**src/rtl/fetch_unit.sv**
```systemverilog
// -----------------------------------------------------------------------------
// fetch_unit
//   Instruction fetch stage sitting directly behind the 64-byte instruction
//   cache. Owns the PC, issues one fetch per cycle on a hit, and hands the
//   cache's registered word plus its PC to decode through a valid/ready
//   handshake backed by a 1-entry skid buffer. Handles branch redirects
//   (deferred while a refill is in progress), halt, and a global clock enable.
//
//   Optional feature: define FETCH_PERF_EN to add the performance counters
//   perf_fetched, perf_miss_cycles and perf_redirects.
//
// Ports:
//   clk, rst        clock, asynchronous active-high reset
//   clk_en          global clock enable; all state holds when low
//   redirect        one-cycle taken-branch pulse, target on redirect_pc
//   halt            level; stop issuing fetches while high
//   ic_req/ic_addr  fetch request and address to the cache
//   ic_inst         cache registered output for last cycle's accepted address
//   ic_busy         cache refill in progress
//   out_valid/out_inst/out_pc/out_ready   handshake to decode
//   perf_*          (FETCH_PERF_EN only) event counters, wrap at full scale
// -----------------------------------------------------------------------------
module fetch_unit #(
    parameter int                PC_W     = 10,
    parameter int                INST_W   = 16,
    parameter logic [PC_W-1:0]   RESET_PC = '0
) (
    input  logic              clk,
    input  logic              rst,
    input  logic              clk_en,
    input  logic              redirect,
    input  logic [PC_W-1:0]   redirect_pc,
    input  logic              halt,
    output logic              ic_req,
    output logic [PC_W-1:0]   ic_addr,
    input  logic [INST_W-1:0] ic_inst,
    input  logic              ic_busy,
    output logic              out_valid,
    output logic [INST_W-1:0] out_inst,
    output logic [PC_W-1:0]   out_pc,
    input  logic              out_ready
`ifdef FETCH_PERF_EN
    ,
    output logic [31:0]       perf_fetched,
    output logic [31:0]       perf_miss_cycles,
    output logic [15:0]       perf_redirects
`endif
);

    typedef enum logic [1:0] {
        S_RUN        = 2'd0,
        S_REDIR_WAIT = 2'd1,
        S_HALTED     = 2'd2
    } state_t;

    // Control state (asynchronously reset)
    state_t            state_q, state_d;
    logic [PC_W-1:0]   fetch_pc_q, fetch_pc_d;
    logic [PC_W-1:0]   pend_pc_q, pend_pc_d;
    logic              resp_valid_q, resp_valid_d;
    logic              hold_valid_q, hold_valid_d;
    // Datapath state (no reset; qualified by the valid flags above)
    logic [PC_W-1:0]   resp_pc_q, resp_pc_d;
    logic [PC_W-1:0]   hold_pc_q, hold_pc_d;
    logic [INST_W-1:0] hold_inst_q, hold_inst_d;

    logic              out_valid_raw;
    logic              accept;

    always_comb begin
        state_d      = state_q;
        fetch_pc_d   = fetch_pc_q;
        pend_pc_d    = pend_pc_q;
        resp_valid_d = resp_valid_q;
        hold_valid_d = hold_valid_q;
        resp_pc_d    = resp_pc_q;
        hold_pc_d    = hold_pc_q;
        hold_inst_d  = hold_inst_q;

        // A redirect squashes whatever is on the output in the same cycle.
        out_valid_raw = (hold_valid_q | resp_valid_q) & ~redirect & (state_q != S_REDIR_WAIT);

        accept = clk_en & (state_q == S_RUN) & ~ic_busy & ~redirect & ~halt
                 & (out_ready | ~out_valid_raw);

        if (clk_en) begin
            // The cache word is only valid in the cycle after an accept.
            resp_valid_d = accept;
            if (accept) begin
                resp_pc_d  = fetch_pc_q;
                fetch_pc_d = fetch_pc_q + PC_W'(1);
            end

            if (out_ready) begin
                hold_valid_d = 1'b0;
            end
            // Park the cache word when decode stalls; the cache will not hold it.
            if (resp_valid_q && !out_ready && !redirect) begin
                hold_valid_d = 1'b1;
                hold_inst_d  = ic_inst;
                hold_pc_d    = resp_pc_q;
            end

            if (redirect) begin
                resp_valid_d = 1'b0;
                hold_valid_d = 1'b0;
                if (!ic_busy) begin
                    fetch_pc_d = redirect_pc;
                    if (state_q == S_REDIR_WAIT) begin
                        state_d = halt ? S_HALTED : S_RUN;
                    end
                end else begin
                    // ic_addr must not move during a refill; remember the newest target.
                    pend_pc_d = redirect_pc;
                    state_d   = S_REDIR_WAIT;
                end
            end else begin
                unique case (state_q)
                    S_RUN: begin
                        if (halt && !ic_busy) begin
                            state_d = S_HALTED;
                        end
                    end
                    S_HALTED: begin
                        if (!halt) begin
                            state_d = S_RUN;
                        end
                    end
                    S_REDIR_WAIT: begin
                        if (!ic_busy) begin
                            fetch_pc_d = pend_pc_q;
                            state_d    = halt ? S_HALTED : S_RUN;
                        end
                    end
                    default: state_d = S_RUN;
                endcase
            end
        end
    end

    always_ff @(posedge clk or posedge rst) begin
        if (rst) begin
            state_q      <= S_RUN;
            fetch_pc_q   <= RESET_PC;
            pend_pc_q    <= '0;
            resp_valid_q <= 1'b0;
            hold_valid_q <= 1'b0;
        end else begin
            state_q      <= state_d;
            fetch_pc_q   <= fetch_pc_d;
            pend_pc_q    <= pend_pc_d;
            resp_valid_q <= resp_valid_d;
            hold_valid_q <= hold_valid_d;
        end
    end

    always_ff @(posedge clk) begin
        resp_pc_q   <= resp_pc_d;
        hold_pc_q   <= hold_pc_d;
        hold_inst_q <= hold_inst_d;
    end

    assign ic_addr   = fetch_pc_q;
    assign ic_req    = ~rst & (state_q != S_HALTED);
    assign out_valid = ~rst & out_valid_raw;
    assign out_inst  = rst ? '0 : (hold_valid_q ? hold_inst_q : ic_inst);
    assign out_pc    = rst ? '0 : (hold_valid_q ? hold_pc_q : resp_pc_q);

`ifdef FETCH_PERF_EN
    logic [31:0] perf_fetched_q;
    logic [31:0] perf_miss_cycles_q;
    logic [15:0] perf_redirects_q;

    always_ff @(posedge clk or posedge rst) begin
        if (rst) begin
            perf_fetched_q     <= '0;
            perf_miss_cycles_q <= '0;
            perf_redirects_q   <= '0;
        end else if (clk_en) begin
            if (out_valid && out_ready) perf_fetched_q     <= perf_fetched_q + 32'd1;
            if (ic_busy)                perf_miss_cycles_q <= perf_miss_cycles_q + 32'd1;
            if (redirect)               perf_redirects_q   <= perf_redirects_q + 16'd1;
        end
    end

    assign perf_fetched     = perf_fetched_q;
    assign perf_miss_cycles = perf_miss_cycles_q;
    assign perf_redirects   = perf_redirects_q;
`endif

endmodule

```
**config.mk**
```make
export PLATFORM = sky130hd
export DESIGN_NAME = fetch_unit
export DESIGN_NICKNAME = d
export VERILOG_FILES = /design/src/rtl/fetch_unit.sv
export SDC_FILE = /design/constraint.sdc
export NUM_CORES = 1
export LEC_CHECK = 0
export ABC_AREA = 1
export CORE_UTILIZATION = 49
export DETAILED_ROUTE_END_ITERATION = 10
export GPL_TIMING_DRIVEN = 0
export PLACE_DENSITY_LB_ADDON = 0.15
export SETUP_SLACK_MARGIN = 0.4
export SYNTH_ARGS = -nofsm -noshare
export SYNTH_HDL_FRONTEND = slang
export SYNTH_SLANG_ARGS = --single-unit
```
**constraint.sdc**
```tcl
create_clock -name clk -period 3.1 [get_ports clk]
set_clock_uncertainty 0.1 [all_clocks]
set_input_delay 0.775 -clock clk [delete_from_list [all_inputs] [get_ports clk]]
set_output_delay 0.775 -clock clk [all_outputs]
set_load 0.01 [all_outputs]
```
==> reports/results.ini <==
[timing]
rsz0062_at_grt=true
maxSlewViolCount=0
min_period_ns=2.65
timing.final.crit_share_pct=85.4
slew_headroom_pct=67.3
clock.fmax_mhz=378
worstMarginPinSlew_ns=0.490
setup_slack_ns=0.451
setup_viol_count_final=0
finalHoldViolCount=0

[layout]
final_area_mm2=0.00401
fin_nets=452
fin_cells=495
areaGrowthSynthToFinish_pct=36.4
diodes=0
final_util_pct=71.1
drive_above_1_share_pct=14.7

[placement]
gp_congestion=0.833
place_area_mm2=0.00375
post-place-ws_ns=-0.844
dp.cells=469
portBuffers=70
dp_hpwl_um=4420

[clocking]
cts_buffer_depth=2
cts_buffers=9
cts_tree=built
path_clk_slew_ns=0.06
cts_hold_buffers=0
htreeDepth=3
clk_latency_ns=0.33
cts-root-buf=clkbuf_8
cts_num_sinks=60

[setup_path]
timing.rr.start=hold_valid_q
cp.arrival_ns=1.77
max_stage_delay_ns=0.28
r2r_setup_slack_ns=1.42
path_class=primary input to primary output
crit_chain=dlygate4sd2_1 > inv_4 > buf_4 > o21ai_0 > nor2_1 > clkdlybuf4s15_2
endpoint_kind=primary output
timing.critical_path.buf_inv=4
crit_slowest_cell=dlygate4sd2_1
cp-start-kind=primary input
timing.rr.end=ic_addr[1]
critPathMaxFanout=10
ff2ff_path_depth=11
worst_ep_required_time_ns=2.22
cp_top_family=buffers and inverters

[yosys]
synth_top_flop_cell=edfxtp_1
synth_area_mm2=0.00294
synthTopCellsByArea=edfxtp_1 37%, dfrtp_1 20%, nor2_1 8.4%
synth_enable_flop_cells=36
yosysUniqueCellTypes=32
yosysWarnings=0
synth_top_area_share_pct=36.7
yosysTopAreaCell=edfxtp_1
synth_common_cells=66 x nor2_1, 49 x o21ai_0, 37 x nand2_1, 36 x edfxtp_1, 26 x inv_1
async_flop_share_pct=40.0
ys_ff_latch=60
synthCells=327
synth_nets=361
ys_seq_area_share_pct=57.1
syn_avg_cell_area_um2=9.00
yosysMostFrequentCell=nor2_1

[pwr]
p_total_w=0.00214
p_leak_nw=1.72
power.density_mw_per_mm2=534
peakVddDrop_mv=0.304

[grt]
grt_max_degree=20
grt_use_total_pct=22.8
antenna_found_initial=0
grt_overflow_total=0
grt_pass1_wl_um=11000
grt_pass1_vias=2370

[route]
ant_nets=0
drc=0
avgRoutedWirePerCell_um=13.2
firstDrtPassIters=5
viasPerCell=5.18
vias=2566
drt_iter0_drc=223
wl_um=6550

[status]
outcome=completed

[floorplan]
start_util_pct=52.2
die_w_um=79.5
die-area_mm2=0.00632
rows=27
core-area_mm2=0.00564
io_pins=71
dieHeight_um=79.5

[min_path]
hold_start=resp_pc_q[2]
min_delay_path_depth=0
hold_path.class=register to register
min_to=hold_pc_q[2]

[job]
maxCapViolations=0

-- sequential cells by signal, summed over array words and instances (netlist names) --
register,flops
state_q,2
ic_addr,10
resp_pc_q,10
hold_inst_q,16
hold_pc_q,10
pend_pc_q,10
resp_valid_q,1
hold_valid_q,1
-- worst reg2reg max path: cells and delay by family, from the launching register on --
family / cells / cell delay, ns
flops: 1 / 0.37
buf+inv: 3 / 0.43
compound gates: 2 / 0.16
simple gates: 6 / 0.56
-- final cells by class --
cell class,count,area [µm²]
Buffer,14,97.6
Clock buffer,10,128
Clock inverter,6,55.1
Fill cell,440,1630
Inverter,32,129
Multi-Input combinational cell,222,1100
Sequential cell,60,1680
Tap cell,72,90.1
Timing Repair Buffer,79,734
-- metal layers --
metal	vias to the layer above	global-route usage, %	part of all wire (%)
met5	-	0	0
met4	0	8.18	1.2
met3	9	5.26	6.0
met2	73	36.8	48
met1	1192	30.1	45
li1	1292	-	-
-- cell families (layout without fill, tap and decap cells) --
logic type	count (synthesis)	count (layout)	synth area share, %
AOI/OAI and AO/OA	79	79	14.6
adders and majority gates	1	1	0.425
buffers and inverters	46	141	6.46
DFF	60	60	57.1
and+or+nand+nor	141	142	21.3
-- placed cells by master, fill, tap and decap left out, types with 10 or more instances in the layout --
| cell type | instances |
|---|---|
| clkbuf_8 | 10 |
| nor2_1 | 66 |
| nand3_1 | 19 |
| inv_1 | 25 |
| a21oi_1 | 11 |
| dfrtp_1 | 24 |
| dlygate4sd2_1 | 15 |
| clkdlybuf4s50_1 | 41 |
| nand2_1 | 37 |
| o21ai_0 | 49 |
| edfxtp_1 | 36 |
-- how the worst max path moves through the flow --
stage / start / endpoint / cells past startpoint / slack [ns]
2_1_floorplan: rst / out_pc[0] / 4 / 0.49
4_1_cts: rst / out_inst[14] / 6 / 0.42
6_report: rst / out_inst[14] / 6 / 0.45
3_3_place_gp: rst / out_pc[6] / 6 / -0.81
3_5_place_dp: rst / out_pc[8] / 6 / -0.84
5_1_grt: rst / out_inst[14] / 6 / 0.38
-- power breakdown --
part | leakage, nW | switching [W] | internal [W] | total [W]
combinational | 1.01 | 0.000258 | 0.000223 | 0.000482
clock | 0.0911 | 0.000293 | 0.000363 | 0.000655
sequential | 0.614 | 0.0000834 | 0.000924 | 0.00101
-- through the flow --
step | setup TNS [ns] | hold WS (ns)
after global routing | 0 | 0.355
final | 0 | 0.341
after detailed placement | -18.48 | 0.327
after CTS | 0 | 0.341
after floorplan | 0 | 0.321
after global placement | -17.13 | 0.323
-- what timing repair did --
action,CTS,global route
gates resized for setup,41,28
gates cloned,2,0
setup buffers,6,2
endpoints found under the setup margin,54,21
pin swaps,2,0
Power figures use the tool's default switching activity.
